--- src/rtl/mag_cmp_defs.vh ---
// Shared encodings for the serial magnitude comparator.
// FSM state codes and one-hot result codes, ordered {lt, eq, gt}.
// Guarded so the RTL package and the bench can both pull it in.
`ifndef MAG_CMP_DEFS_VH
`define MAG_CMP_DEFS_VH

`define MAG_CMP_ST_IDLE 2'd0
`define MAG_CMP_ST_RUN  2'd1
`define MAG_CMP_ST_DONE 2'd2

`define MAG_CMP_RES_NONE 3'b000
`define MAG_CMP_RES_LT   3'b100
`define MAG_CMP_RES_EQ   3'b010
`define MAG_CMP_RES_GT   3'b001

`endif

--- src/rtl/mag_cmp_serial_pkg.sv ---
// Types and constants for mag_cmp_serial, built on mag_cmp_defs.vh.
// Latency: n/a (declarations only).
// Backpressure: n/a.
package mag_cmp_serial_pkg;

`include "mag_cmp_defs.vh"

  typedef enum logic [1:0] {
    ST_IDLE = `MAG_CMP_ST_IDLE,
    ST_RUN  = `MAG_CMP_ST_RUN,
    ST_DONE = `MAG_CMP_ST_DONE
  } state_t;

  // One-hot result, bit order {lt, eq, gt}
  typedef logic [2:0] res_t;

  localparam res_t RES_NONE = `MAG_CMP_RES_NONE;
  localparam res_t RES_LT   = `MAG_CMP_RES_LT;
  localparam res_t RES_EQ   = `MAG_CMP_RES_EQ;
  localparam res_t RES_GT   = `MAG_CMP_RES_GT;

  // Map a slice compare outcome onto a result code
  function automatic res_t slice_res(input logic gt, input logic lt);
    if (gt) begin
      return RES_GT;
    end else if (lt) begin
      return RES_LT;
    end
    return RES_EQ;
  endfunction

endpackage

--- src/rtl/cmp2_slice.sv ---
// 2-bit unsigned slice comparator: gt = a>b, lt = a<b (both 0 when equal).
// Latency: combinational.
// Backpressure: none.
module cmp2_slice (
  input  logic [1:0] a,
  input  logic [1:0] b,
  output logic       gt,
  output logic       lt
);

  assign gt = (a > b);
  assign lt = (a < b);

endmodule

--- src/rtl/mag_cmp_serial.sv ---
// Serial unsigned magnitude compare, 2 bits per cycle MSB first; optional MAG_CMP_EARLY_EXIT_EN.
// Latency: W/2 cycles from acceptance to out_valid (k+1 on first differing slice k with early exit).
// Backpressure: holds DONE until out_ready; accepts new operands only in IDLE.
module mag_cmp_serial
  import mag_cmp_serial_pkg::*;
#(
  parameter int W = 8
) (
  input  logic         clk,
  input  logic         reset,
  input  logic [W-1:0] a,
  input  logic [W-1:0] b,
  input  logic         in_valid,
  output logic         in_ready,
  output logic         out_valid,
  input  logic         out_ready,
  output logic         lt,
  output logic         eq,
  output logic         gt
);

  localparam int NSLICE = W / 2;
  localparam int IDX_W  = (NSLICE > 1) ? $clog2(NSLICE) : 1;
  localparam logic [IDX_W-1:0] LAST_IDX = IDX_W'(NSLICE - 1);

  state_t           state_q, state_d;
  logic [W-1:0]     a_sh_q, a_sh_d;
  logic [W-1:0]     b_sh_q, b_sh_d;
  logic [IDX_W-1:0] idx_q, idx_d;
  res_t             res_q, res_d;

  logic sl_gt, sl_lt, sl_diff;
  logic last_slice, run_exit;

  // Top two bits of each shift register are the slice under test this cycle
  cmp2_slice u_slice (
    .a  (a_sh_q[W-1 -: 2]),
    .b  (b_sh_q[W-1 -: 2]),
    .gt (sl_gt),
    .lt (sl_lt)
  );

  assign sl_diff    = sl_gt | sl_lt;
  assign last_slice = (idx_q == LAST_IDX);

  // Next-state: accept in IDLE, walk slices in RUN, wait for consumer in DONE
  always_comb begin
    state_d  = state_q;
    a_sh_d   = a_sh_q;
    b_sh_d   = b_sh_q;
    idx_d    = idx_q;
    res_d    = res_q;
    run_exit = 1'b0;
    case (state_q)
      ST_IDLE: begin
        if (in_valid) begin
          a_sh_d  = a;
          b_sh_d  = b;
          idx_d   = '0;
          res_d   = RES_EQ;
          state_d = ST_RUN;
        end
      end
      ST_RUN: begin
        a_sh_d = a_sh_q << 2;
        b_sh_d = b_sh_q << 2;
        idx_d  = idx_q + 1'b1;
        // Only the first differing slice decides; later slices are ignored
        if ((res_q == RES_EQ) && sl_diff) begin
          res_d = slice_res(sl_gt, sl_lt);
        end
`ifdef MAG_CMP_EARLY_EXIT_EN
        run_exit = last_slice || sl_diff;
`else
        run_exit = last_slice;
`endif
        if (run_exit) begin
          state_d = ST_DONE;
        end
      end
      ST_DONE: begin
        // Returning to IDLE here means no acceptance on the handshake edge
        if (out_ready) begin
          state_d = ST_IDLE;
        end
      end
      default: begin
        state_d = ST_IDLE;
      end
    endcase
  end

  // State and datapath registers, cleared asynchronously by reset
  always_ff @(posedge clk or posedge reset) begin
    if (reset) begin
      state_q <= ST_IDLE;
      a_sh_q  <= '0;
      b_sh_q  <= '0;
      idx_q   <= '0;
      res_q   <= RES_NONE;
    end else begin
      state_q <= state_d;
      a_sh_q  <= a_sh_d;
      b_sh_q  <= b_sh_d;
      idx_q   <= idx_d;
      res_q   <= res_d;
    end
  end

  assign in_ready      = (state_q == ST_IDLE);
  assign out_valid     = (state_q == ST_DONE);
  assign {lt, eq, gt}  = out_valid ? res_q : RES_NONE;

endmodule

--- config.mk ---
export PLATFORM = sky130hd
export DESIGN_NAME = mag_cmp_serial
export DESIGN_NICKNAME = d
export VERILOG_FILES = /design/src/rtl/mag_cmp_serial_pkg.sv /design/src/rtl/cmp2_slice.sv /design/src/rtl/mag_cmp_serial.sv
export VERILOG_INCLUDE_DIRS = /design/src /design/src/rtl
export SDC_FILE = /design/constraint.sdc
export NUM_CORES = 1
export LEC_CHECK = 0
export BUFFER_PORTS_ARGS = -buffer_cell sky130_fd_sc_hd__buf_2
export CAP_MARGIN = 5
export CORE_MARGIN = 4
export CORE_UTILIZATION = 57
export DETAILED_ROUTE_END_ITERATION = 10
export PLACE_DENSITY = 0.89
export SLEW_MARGIN = 20
export SYNTH_ARGS = -nofsm -noshare
export SYNTH_HDL_FRONTEND = slang
export SYNTH_SLANG_ARGS = --single-unit
--- constraint.sdc ---
create_clock -name clk -period 3.4 [get_ports clk]
set_input_delay 0.68 -clock clk [delete_from_list [all_inputs] [get_ports clk]]
set_output_delay 0.68 -clock clk [all_outputs]
set_load 0.01 [all_outputs]
After elaboration in Yosys (flattened, before gate mapping)

Index checks and enable logic that the tools add are counted.

Output and inout bits: 5
Register bits: 23
Word-level logic and storage cells: 44

Add/sub/neg operators: 1
Equal/unequal tests: 8
Reduce and logical (&&, ||, !) cells: 6
$lt $le $gt $ge: 2
Mux-type cells: 21
Bitwise logic cells: 1

Operator list:

| operator                                                              | count |
|---|---|
| 8-bit one-hot mux with 2 select lines                                 | 2 |
| 3-bit two-way mux                                                     | 6 |
| 8-bit two-way mux                                                     | 2 |
| 2-bit two-way mux                                                     | 4 |
| 2-bit != test, second input constant                                  | 3 |
| 2-bit one-hot mux with 3 select lines                                 | 1 |
| 3-bit one-hot mux with 2 select lines                                 | 1 |
| 3-bit AND reduction                                                   | 2 |
| 2-bit equality test, second input constant                            | 2 |
| 1-bit two-way mux                                                     | 4 |
| 2-bit one-hot mux with 2 select lines                                 | 1 |
| 3-bit by 2-bit equality test with 1-bit output, second input constant | 1 |
| 2-bit by 1-bit adder with 2-bit output, second input constant         | 1 |
| 2-bit by 1-bit equality test with 1-bit output, second input constant | 1 |
| 2-bit > comparator                                                    | 1 |
| 2-bit logical NOT                                                     | 1 |
| 2-bit less-than comparator                                            | 1 |
| 2-bit by 1-bit != test with 1-bit output, second input constant       | 1 |
| 2-bit AND reduction                                                   | 1 |
| 2-bit nonzero test                                                    | 1 |
| 1-bit logical AND                                                     | 1 |
| 1-bit bitwise OR                                                      | 1 |

Logic depth before layout (Yosys ltp)

Gate-level depths: netlist of the first run.

Word-level depth: 8
Depth in mapped cells: 5

Hierarchy

Synthesis of the first run repeated with hierarchy kept, for this count alone.

Cell total of the unflattened synthesis: 119
Area total of the unflattened synthesis: 1241.2 µm²

Modules (own cells, without submodules):

| module         | cells each | area an instance (µm²) | instances |
|---|---|---|---|
| mag_cmp_serial | 112        | 1176.1                 | 1 |
| cmp2_slice     | 7          | 65.1                   | 1 |

Least setup slack after synthesis of the first run

Ideal clock, no wire load.

Path type: flip-flop to output port
From: register state_q[0]
To: output eq
Data arrival time: 1025 ps
Slack: 1695 ps
Data required time: 2720 ps
Path buffers: 2
Cell stages (with the launch flop): 5
Cells stage by stage: dfrtp_1 -> buf_6 -> buf_12 -> nor2b_2 -> and2_1

Cells in the longest elaborated chain, start to end: 2

Ends and longest elaborated chain:

| item                   | RTL line              | source |
|---|---|---|
| from (decl)            | mag_cmp_serial.sv:26  | `state_t state_q, state_d;` |
| from (signal assigned) | mag_cmp_serial.sv:102 | `state_q <= state_d;` |
| 2-bit equality test    | mag_cmp_serial.sv:111 | `assign out_valid = (state_q == ST_DONE);` |
| net out_valid          | mag_cmp_serial.sv:15  | `output logic out_valid,` |
| 3-bit two-way mux      | mag_cmp_serial.sv:112 | `assign {lt, eq, gt} = out_valid ? res_q : RES_NONE;` |
| to (decl)              | mag_cmp_serial.sv:18  | `output logic eq,` |

The timed path passes the listed nets, and every way through them passes these cells.

Worst setup path in the final report of the first run

From: register state_q[1]
To: output eq

Cells in the longest elaborated chain, start to end: 2

Ends and longest elaborated chain:

| item                | RTL line |
|---|---|
| 2-bit equality test | mag_cmp_serial.sv:111 |
| 3-bit two-way mux   | mag_cmp_serial.sv:112 |

No other way between the ends.

==> flow_summary.toml, run 1 <==
[status]
outcome = "completed"

[timing]
setup_slack_ns = 0.931
worst_pin_slew_ns = 0.826
slew_headroom_pct = 44.9
period_share_pct = 72.6
maxSlewViolCount = 0
finalClockSkew_ns = 0.00399
min_period_ns = 2.47
fin_setup_tns_ns = 0
final_hold_viol_count = 0
setup_viol = 0
rsz0062_at_grt = "false"
max_freq_mhz = 405

[critical_path]
reg2reg_depth = 2
critPathKind = "reg2out"
cp_max_fo = 20
critPathArrivalTime_ns = 1.79
required_ns = 2.72
timing.rr.start = "state_q[1]$_DFFE_PP0P_"
r2r_setup_slack_ns = 1.93
start_kind = "flop"
endpoint_kind = "output port"
r2r-end = "idx_q[0]$_DFFE_PP0P_"

[clock_tree]
cts-resized-gates = 0
postCtsHoldBufs = 0
clock-sinks = 23
cts_buffers = 3
cts_tree = "built"
root_buffer = "clkbuf_4"
clock_latency_ns = 0.31
clock_path_buffers = 2
ctsHtreeMaxLevel = 1
cts_setup_buffers = 0
cts.clk_slew.worst_paths_ns = 0.12

[flow_run]
maxCapViolCount = 0

[cells_and_area]
design_area_mm2 = 0.00133
instances_no_fill = 167
drive_above_1_share_pct = 25.7
nets = 164
antenna_cells = 0
n_fill_cell = 160
syn2layout_area_growth_pct = 9.02
layout.cells.most_common = "buf_2"
final_cell_mix = "buf_2, dfrtp_1, nand2_1"

[pwr]
leakagePower_uw = 0.000675
netSwitchingFraction_pct = 39.5
vdd_ir_drop_max_mv = 0.570
power_frac_seq_pct = 44.4
power.internal_uw = 648
p_switching_uw = 423
p_per_area_mw_per_mm2 = 805
p_clk_share_pct = 11.6
power.total_uw = 1070
p_comb_share_pct = 44.0

[synth]
synth_top_area_share_pct = 47.1
synth-seq-cells = 23
syn_avg_cell_area_um2 = 10.3
synth_top_cell_by_area = "dfrtp_1"
yosys-top-cells-area = "dfrtp_1, and3b_1, nand2_1"
synth.distinct_cells = 30
yosysWarnings = 0
syn_inst = 118
synth-seq-area-share_pct = 47.1
syn-cell-area_mm2 = 0.00122
syn_nets = 141

[floorplanning]
dieArea_mm2 = 0.00295
io_pins = 25
die_h_um = 54.3
fp.dieW_um = 54.3
initial_utilization_pct = 61.0
core_mm2 = 0.00200
rows = 16

[grt]
grt_max_degree = 28
first_global_vias = 821
antenna_found_initial = 0
overflow = 0
grt_pass1_wl_mm = 3.70
grtUsageTotal_pct = 17.5

[route]
detail-route-antenna-nets = 0
wl_mm = 2.32
vias = 935
drtPass1Iterations = 4
wl_per_cell_um = 13.9
via_per_inst = 5.60
drcViolationCount = 0
drtIter0Drc = 11

[placement]
pre_cts_ws_ns = 1.33
dpl.cell_count = 163
dpl-instance-area_mm2 = 0.00131
io_buffers = 24
routabilityCongestion = 0.775
place.detailed.hpwl_mm = 1.65

[min_path]
hold_end = "a_sh_q[5]$_DFFE_PP0P_"
hp-start = "a_sh_q[5]$_DFFE_PP0P_"
whs_path_depth = 2
hold_path.class = "reg2reg"
## cell type report
cell class / count / area (um2) / share of cell area (%)
Sequential cell: 23 / 576 / 43.2
Multi-Input combinational cell: 80 / 538 / 40.4
Timing Repair Buffer: 25 / 128 / 9.59
Tap cell: 27 / 33.8 / 2.54
Inverter: 8 / 30.0 / 2.26
Clock buffer: 4 / 26.3 / 1.97
## power groups by stage
stage          clock network, uW  registers [uW]  logic, uW
3_5_place_dp                   0             481        471
6_report                     125             475        471
3_3_place_gp                   0             471        447
5_1_grt                      144             490        532
2_1_floorplan                  0             437        459
4_1_cts                      129             474        473
## cells in the mapped netlist
cell / instances
a41oi_1: 1
a21oi_1: 10
o22ai_1: 1
nand2b_1: 1
and3b_2: 1
a2bb2oi_1: 1
o21ai_2: 1
o21ai_1: 7
buf_6: 4
buf_2: 1
buf_4: 1
nor3_4: 1
a22o_1: 5
and3b_1: 7
nand4b_1: 1
nor2b_2: 1
a22oi_1: 4
nor2_1: 4
mux2_2: 1
ha_1: 3
o21ai_0: 5
nor2b_1: 1
o22a_1: 1
dfrtp_1: 23
buf_12: 1
o21bai_4: 1
and2_1: 4
nand2_1: 16
inv_1: 8
nor2b_4: 2
## worst max path at each step
stage	start	to	slack, ns	depth (start not counted)
2_1_floorplan	state_q[0]$_DFFE_PP0P_	eq	1.70	4
3_3_place_gp	state_q[1]$_DFFE_PP0P_	lt	1.38	3
3_5_place_dp	state_q[1]$_DFFE_PP0P_	eq	1.33	3
4_1_cts	state_q[1]$_DFFE_PP0P_	eq	0.96	3
5_1_grt	state_q[1]$_DFFE_PP0P_	eq	0.80	3
6_report	state_q[1]$_DFFE_PP0P_	eq	0.93	3
## layer usage
| metal | up-vias | wire length [um] | global-route usage, % |
|---|---|---|---|
| met5 | - | 0 | 0 |
| met2 | 33 | 1110 | 27.9 |
| met1 | 443 | 1070 | 24.3 |
| met4 | 0 | 23 | 5.81 |
| li1 | 456 | - | - |
| met3 | 3 | 121 | 2.72 |
## cells by family (layout without fill, tap and decap cells)
kind of cell / after synthesis / count (layout) / share of synthesized area [%]
compound gates: 37 / 37 / 20.0
fa+ha+maj: 3 / 3 / 3.07
buf+inv: 15 / 37 / 8.81
flops: 23 / 23 / 47.1
mux: 1 / 1 / 0.922
simple gates: 39 / 39 / 20.1
## sequential cells by signal, summed over array words and instances, names as in the netlist
register  flops
idx_q         2
res_q         3
state_q       2
a_sh_q        8
b_sh_q        8
## metrics by stage
stage	hold WS, ns	utilization, %
2_1_floorplan	0.449	-
3_3_place_gp	0.464	65.2
3_5_place_dp	0.476	65.2
4_1_cts	0.505	66.5
5_1_grt	0.525	66.5
6_report	0.497	66.5
## worst max-delay path: stages, from the launching register on
cell	delay, ns
dfrtp_1	0.82
nor2b_2	0.36
and2_1	0.17
buf_2	0.13
No activity file was read; power rests on OpenSTA's default activity.
==> inputs of run 2 (changes only) <==
--- a/config.mk
+++ b/config.mk
@@ -9,9 +9,9 @@
 export BUFFER_PORTS_ARGS = -buffer_cell sky130_fd_sc_hd__buf_2
 export CAP_MARGIN = 5
 export CORE_MARGIN = 4
-export CORE_UTILIZATION = 57
+export CORE_UTILIZATION = 53
 export DETAILED_ROUTE_END_ITERATION = 10
-export PLACE_DENSITY = 0.89
+export PLACE_DENSITY = 0.84
 export SLEW_MARGIN = 20
 export SYNTH_ARGS = -nofsm -noshare
 export SYNTH_HDL_FRONTEND = slang
==> constraint.sdc (replaced) <==
create_clock -name clk -period 2.3 [get_ports clk]
set_input_delay 0.46 -clock clk [delete_from_list [all_inputs] [get_ports clk]]
set_output_delay 0.46 -clock clk [all_outputs]
set_load 0.01 [all_outputs]
==> run 2 against run 1 <==
  * Power is 48% higher
  * Critical path depth stayed put
  * Cell area is 0.66% higher
  * Sequential cell count stayed put
  * Critical endpoint unchanged
  * Largest power group unchanged
==> flow_summary.toml, run 2 (same netlist as run 1, synthesis figures left out) <==
[pwr]
netSwitchingFraction_pct = 39.1
leakagePower_uw = 0.000680
p_comb_share_pct = 43.5
power_frac_seq_pct = 44.8
p_switching_uw = 620
vdd_ir_drop_max_mv = 0.739
power.internal_uw = 964
p_clk_share_pct = 11.7
p_per_area_mw_per_mm2 = 1180

[cells_and_area]
design_area_mm2 = 0.00134
syn2layout_area_growth_pct = 9.73
reg_top3 = "a_sh_q x8, b_sh_q x8, res_q x3"
nets = 165
layout.cells.most_common = "buf_2"
multi_input_area_um2 = 538
n_fill_cell = 206
area.sequential_um2 = 576
final_cell_mix = "buf_2, dfrtp_1, nand2_1"
drive_above_1_share_pct = 26.2
antenna_cells = 0

[placement]
dpl-instance-area_mm2 = 0.00131
io_buffers = 24
place.detailed.hpwl_mm = 1.71
routabilityCongestion = 0.744

[critical_path]
endpoint_kind = "output port"
start_kind = "flop"
critPathKind = "reg2out"
timing.rr.start = "state_q[0]$_DFFE_PP0P_"
path_buf_inv = 1
cp_top_family = "flip-flops"
cp_max_fo = 14
cp_cell_sequence = "nor2b_2 -> and2_1 -> buf_2"
cp-startpoint = "state_q[0]$_DFFE_PP0P_"
critPathArrivalTime_ns = 1.39
crit_slowest_cell = "dfrtp_1"
required_ns = 1.84
r2r_setup_slack_ns = 0.75
r2r-end = "res_q[1]$_DFFE_PP0P_"
cpPeakStageDelay_ns = 0.56
reg2reg_depth = 4

[grt]
overflow = 0
grt_pass1_wl_mm = 4.01
grtUsageTotal_pct = 15.6
grt_max_degree = 24
first_global_vias = 877
antenna_found_initial = 0

[flow_run]
maxCapViolCount = 0

[floorplanning]
io_pins = 25
fp.dieW_um = 56
rows = 17
dieArea_mm2 = 0.00314
core_mm2 = 0.00221
initial_utilization_pct = 55.2
die_h_um = 56

[route]
wl_per_cell_um = 13.4
via_per_inst = 5.27
drcViolationCount = 0
vias = 890
wl_mm = 2.26
drtIter0Drc = 21
drtPass1Iterations = 4
detail-route-antenna-nets = 0

[clock_tree]
ctsHtreeMaxLevel = 1
cts_buffers = 3
cts-resized-gates = 0
clock-sinks = 23
cts_tree = "built"
clock_latency_ns = 0.31
cts_setup_buffers = 0
cts.clk_slew.worst_paths_ns = 0.12
root_buffer = "clkbuf_4"
clock_path_buffers = 2
postCtsHoldBufs = 0

[status]
outcome = "completed"

[timing]
finalClockSkew_ns = 0.00120
max_freq_mhz = 540
period_share_pct = 80.5
final_hold_viol_count = 0
rsz0062_at_grt = "false"
worst_pin_slew_ns = 0.844
slew_headroom_pct = 43.7
min_period_ns = 1.85
setup_viol = 0
maxSlewViolCount = 0
fin_setup_tns_ns = 0

[min_path]
hold_path.class = "in2async"
run 2: cell types whose count changed in the layout (fill, tap and decap cells not counted), sizes merged:
cell | previous run | this run
buf | 25 | 26
run 2: final cells by class:
type / count / share of cell area (%)
clock buffer: 4 / 1.96
inverter: 8 / 2.24
multi-input combinational: 80 / 40.1
sequential: 23 / 43.0
tap: 28 / 2.61
timing repair buffer: 26 / 10.1
run 2: how the worst max path moves through the flow:
stage                           end  slack [ns]  cells past startpoint
2_1_floorplan                    eq        0.82                      4
3_3_place_gp                     gt        0.84                      3
3_5_place_dp   res_q[1]$_DFFE_PP0P_        0.77                      4
4_1_cts                          eq        0.44                      3
5_1_grt                          eq        0.32                      3
6_report                         eq        0.45                      3
run 2: worst register-to-register path: cells and delay by family (launching register included):
family / cells / cell delay [ns]
AOI/OAI and AO/OA: 1 / 0.20
buffers and inverters: 1 / 0.30
DFF: 1 / 0.64
and+or+nand+nor: 2 / 0.30
run 2: power by group through the flow:
| stage | Sequential (uW) | Combinational [uW] | Clock (uW) |
|---|---|---|---|
| 2_1_floorplan | 646 | 679 | 0 |
| 3_3_place_gp | 707 | 673 | 0 |
| 3_5_place_dp | 719 | 691 | 0 |
| 4_1_cts | 709 | 695 | 193 |
| 5_1_grt | 736 | 779 | 214 |
| 6_report | 710 | 689 | 186 |
run 2: metal layers:
metal  up-vias  part of all wire (%)  global-route usage, %
met4         0                   1.1                   4.07
met5         -                     0                      0
met1       415                    46                   22.4
li1        456                     -                      -
met2        17                    49                   24.2
met3         2                   4.2                   2.55
run 2: stage by stage:
stage                     total power [uW]  utilization (%)  worst slack (ns)  hold WS [ns]  instances
after floorplan                       1330                -             0.815         0.449        118
after global placement                1380             59.4             0.843         0.462        165
after detailed placement              1410             59.4             0.766         0.477        165
after CTS                             1600             60.6             0.441         0.338        169
after global routing                  1730             60.6             0.319         0.350        169
final                                 1580             60.6             0.449         0.299        169
==> inputs of run 3 (changes only) <==
--- a/config.mk
+++ b/config.mk
@@ -6,12 +6,13 @@
 export SDC_FILE = /design/constraint.sdc
 export NUM_CORES = 1
 export LEC_CHECK = 0
+export ABC_AREA = 1
 export BUFFER_PORTS_ARGS = -buffer_cell sky130_fd_sc_hd__buf_2
 export CAP_MARGIN = 5
 export CORE_MARGIN = 4
-export CORE_UTILIZATION = 53
+export CORE_UTILIZATION = 48
 export DETAILED_ROUTE_END_ITERATION = 10
-export PLACE_DENSITY = 0.84
+export PLACE_DENSITY = 0.81
 export SLEW_MARGIN = 20
 export SYNTH_ARGS = -nofsm -noshare
 export SYNTH_HDL_FRONTEND = slang
==> constraint.sdc (replaced) <==
create_clock -name clk -period 1.51 [get_ports clk]
set_input_delay 0.302 -clock clk [delete_from_list [all_inputs] [get_ports clk]]
set_output_delay 0.302 -clock clk [all_outputs]
set_load 0.01 [all_outputs]
==> run 3 against run 2 <==
  * Register-to-register slack got worse by 0.62 ns
  * Power up 110%
  * Routed wire length increased by 5.0%
  * Synthesized cell count is 16% higher
  * Clock power increased by 53%
  * Cell area grew 11%
  * Non-clock buffer count grew 4
  * Global-route usage rose by 0.15 points
  * Largest cell class unchanged
==> flow_summary.toml, run 3 <==
[status]
outcome = "completed"

[clock_tree]
cts_buffers = 3
clock_latency_ns = 0.30
postCtsHoldBufs = 0
ctsHtreeMaxLevel = 1
cts_tree = "built"
cts.clk_slew.worst_paths_ns = 0.12
clock_path_buffers = 2
root_buffer = "clkbuf_4"
clock-sinks = 23

[synth]
synth_edf_count = 0
synthFlopType = "dfrtp_1"
async_flop_share_pct = 100
synth_fa_ha_area_share_pct = 2.96
yosysWarnings = 0
synthXorXnorAreaFrac_pct = 0
synth-seq-cells = 23
synth-simple-area-share_pct = 16.9
synth_compound_area_share_pct = 22.2
synth_common_cells = "nand2_1, dfrtp_1, inv_1"
yosys-top-cells-area = "dfrtp_1, o21ai_2, nand2_1"
synth.distinct_cells = 21
syn_nets = 160
syn-cell-area_mm2 = 0.00127
syn_avg_cell_area_um2 = 9.24
synthMuxAreaShare_pct = 0
synth_top_family_by_area = "compound AO/OA/AOI/OAI gates"
synth_top_area_share_pct = 45.5
synth-seq-area-share_pct = 45.5
synth_top_cell_by_area = "dfrtp_1"
yosysMostFrequentCell = "nand2_1"
syn_inst = 137

[timing]
finalClockSkew_ns = 0.00115
setup_viol = 0
fin_setup_tns_ns = 0
final_hold_viol_count = 0
rsz0062_at_grt = "true"
worst_pin_slew_ns = 0.287
period_share_pct = 97.3
min_period_ns = 1.47
slew_headroom_pct = 80.8
hold_slack_ns = 0.00845
max_freq_mhz = 681
maxSlewViolCount = 0

[floorplanning]
fp.dieW_um = 59.4
core_mm2 = 0.00250
rows = 18
dieArea_mm2 = 0.00352
initial_utilization_pct = 50.7
die_h_um = 59.4
io_pins = 25

[cells_and_area]
layout.cells.most_common = "nand2_1"
syn2layout_area_growth_pct = 17.4
antenna_cells = 0
reg_top3 = "a_sh_q x8, b_sh_q x8, res_q x3"
drive_above_1_share_pct = 41.6
design_area_mm2 = 0.00149
nets = 190
final_cell_mix = "nand2_1, buf_2, dfrtp_1"
post-route-util_pct = 59.5

[grt]
grtUsageTotal_pct = 15.7
grt_pass1_wl_mm = 4.22
overflow = 0
first_global_vias = 982
grt_max_degree = 25
antenna_found_initial = 0

[critical_path]
endpoint_kind = "output port"
cp_max_fo = 6
critPathKind = "reg2out"
reg2reg_depth = 8
timing.rr.start = "state_q[1]$_DFFE_PP0P_"
r2r-end = "b_sh_q[7]$_DFFE_PP0P_"
required_ns = 1.21
critPathArrivalTime_ns = 1.17
r2r_setup_slack_ns = 0.13
start_kind = "flop"

[placement]
place.detailed.hpwl_mm = 1.75
routabilityCongestion = 0.729
dpl-instance-area_mm2 = 0.00141
io_buffers = 24

[route]
detail-route-antenna-nets = 0
vias = 967
wl_per_cell_um = 12.1
drtPass1Iterations = 4
drtIter0Drc = 15
wl_mm = 2.37
via_per_inst = 4.93
drcViolationCount = 0

[flow_run]
maxCapViolCount = 0

[min_path]
hold_path.class = "in2async"

[pwr]
power.total_uw = 3260
p_per_area_mw_per_mm2 = 2190
vdd_ir_drop_max_mv = 1.27
leakagePower_uw = 0.000763
-- run 3: timing repair --
action | in CTS | in global routing
buffers inserted | 3 | 0
pin swaps | 0 | 2
resized for setup | 2 | 9
setup endpoints to repair | 3 | 5
-- run 3: metrics by stage --
step / cells / setup WS (ns)
after floorplan: 137 / 0.242
after global placement: 189 / 0.206
after detailed placement: 189 / 0.188
after CTS: 196 / 0.0192
after global routing: 196 / -0.0219
final: 196 / 0.0409
-- run 3: final cells by class --
cell class | count | area [um2]
Fill cell | 237 | 1010
Sequential cell | 23 | 577
Multi-Input combinational cell | 82 | 556
Timing Repair Buffer | 30 | 181
Inverter | 27 | 109
Tap cell | 30 | 37.5
Clock buffer | 4 | 26.3
-- run 3: report_power, final --
| group | switching (uW) | total [uW] | internal (uW) |
|---|---|---|---|
| Sequential | 137 | 1040 | 902 |
| Clock | 181 | 284 | 103 |
| Combinational | 1160 | 1940 | 782 |
| Total | 1480 | 3260 | 1790 |
-- run 3: critical path: stages (launching register included) --
cell and delay (ns):
dfrtp_1 0.45, nor2_4 0.16, buf_6 0.13, buf_2 0.12
-- run 3: cells by family (layout without fill, tap and decap cells) --
kind of cell,after synthesis,count (layout)
buf+inv,32,61
flops,23,23
fa+ha+maj,3,3
simple gates,46,46
compound gates,33,33
-- run 3: metal layers --
layer	up-vias	GRT usage, %	wire [um]
met5	-	0	0
met3	4	2.83	120
met4	0	5.83	36
li1	497	-	-
met2	20	25.9	1160
met1	446	20.4	1050
-- run 3: worst max-delay path by stage --
stage / startpoint / to / slack (ns) / cells past startpoint
2_1_floorplan: state_q[1]$_DFFE_PP0P_ / eq / 0.24 / 4
3_3_place_gp: in_valid / b_sh_q[7]$_DFFE_PP0P_ / 0.21 / 7
3_5_place_dp: a_sh_q[7]$_DFFE_PP0P_ / res_q[0]$_DFFE_PP0P_ / 0.19 / 9
4_1_cts: state_q[1]$_DFFE_PP0P_ / in_ready / 0.02 / 3
5_1_grt: state_q[1]$_DFFE_PP0P_ / eq / -0.02 / 5
6_report: state_q[1]$_DFFE_PP0P_ / in_ready / 0.04 / 3
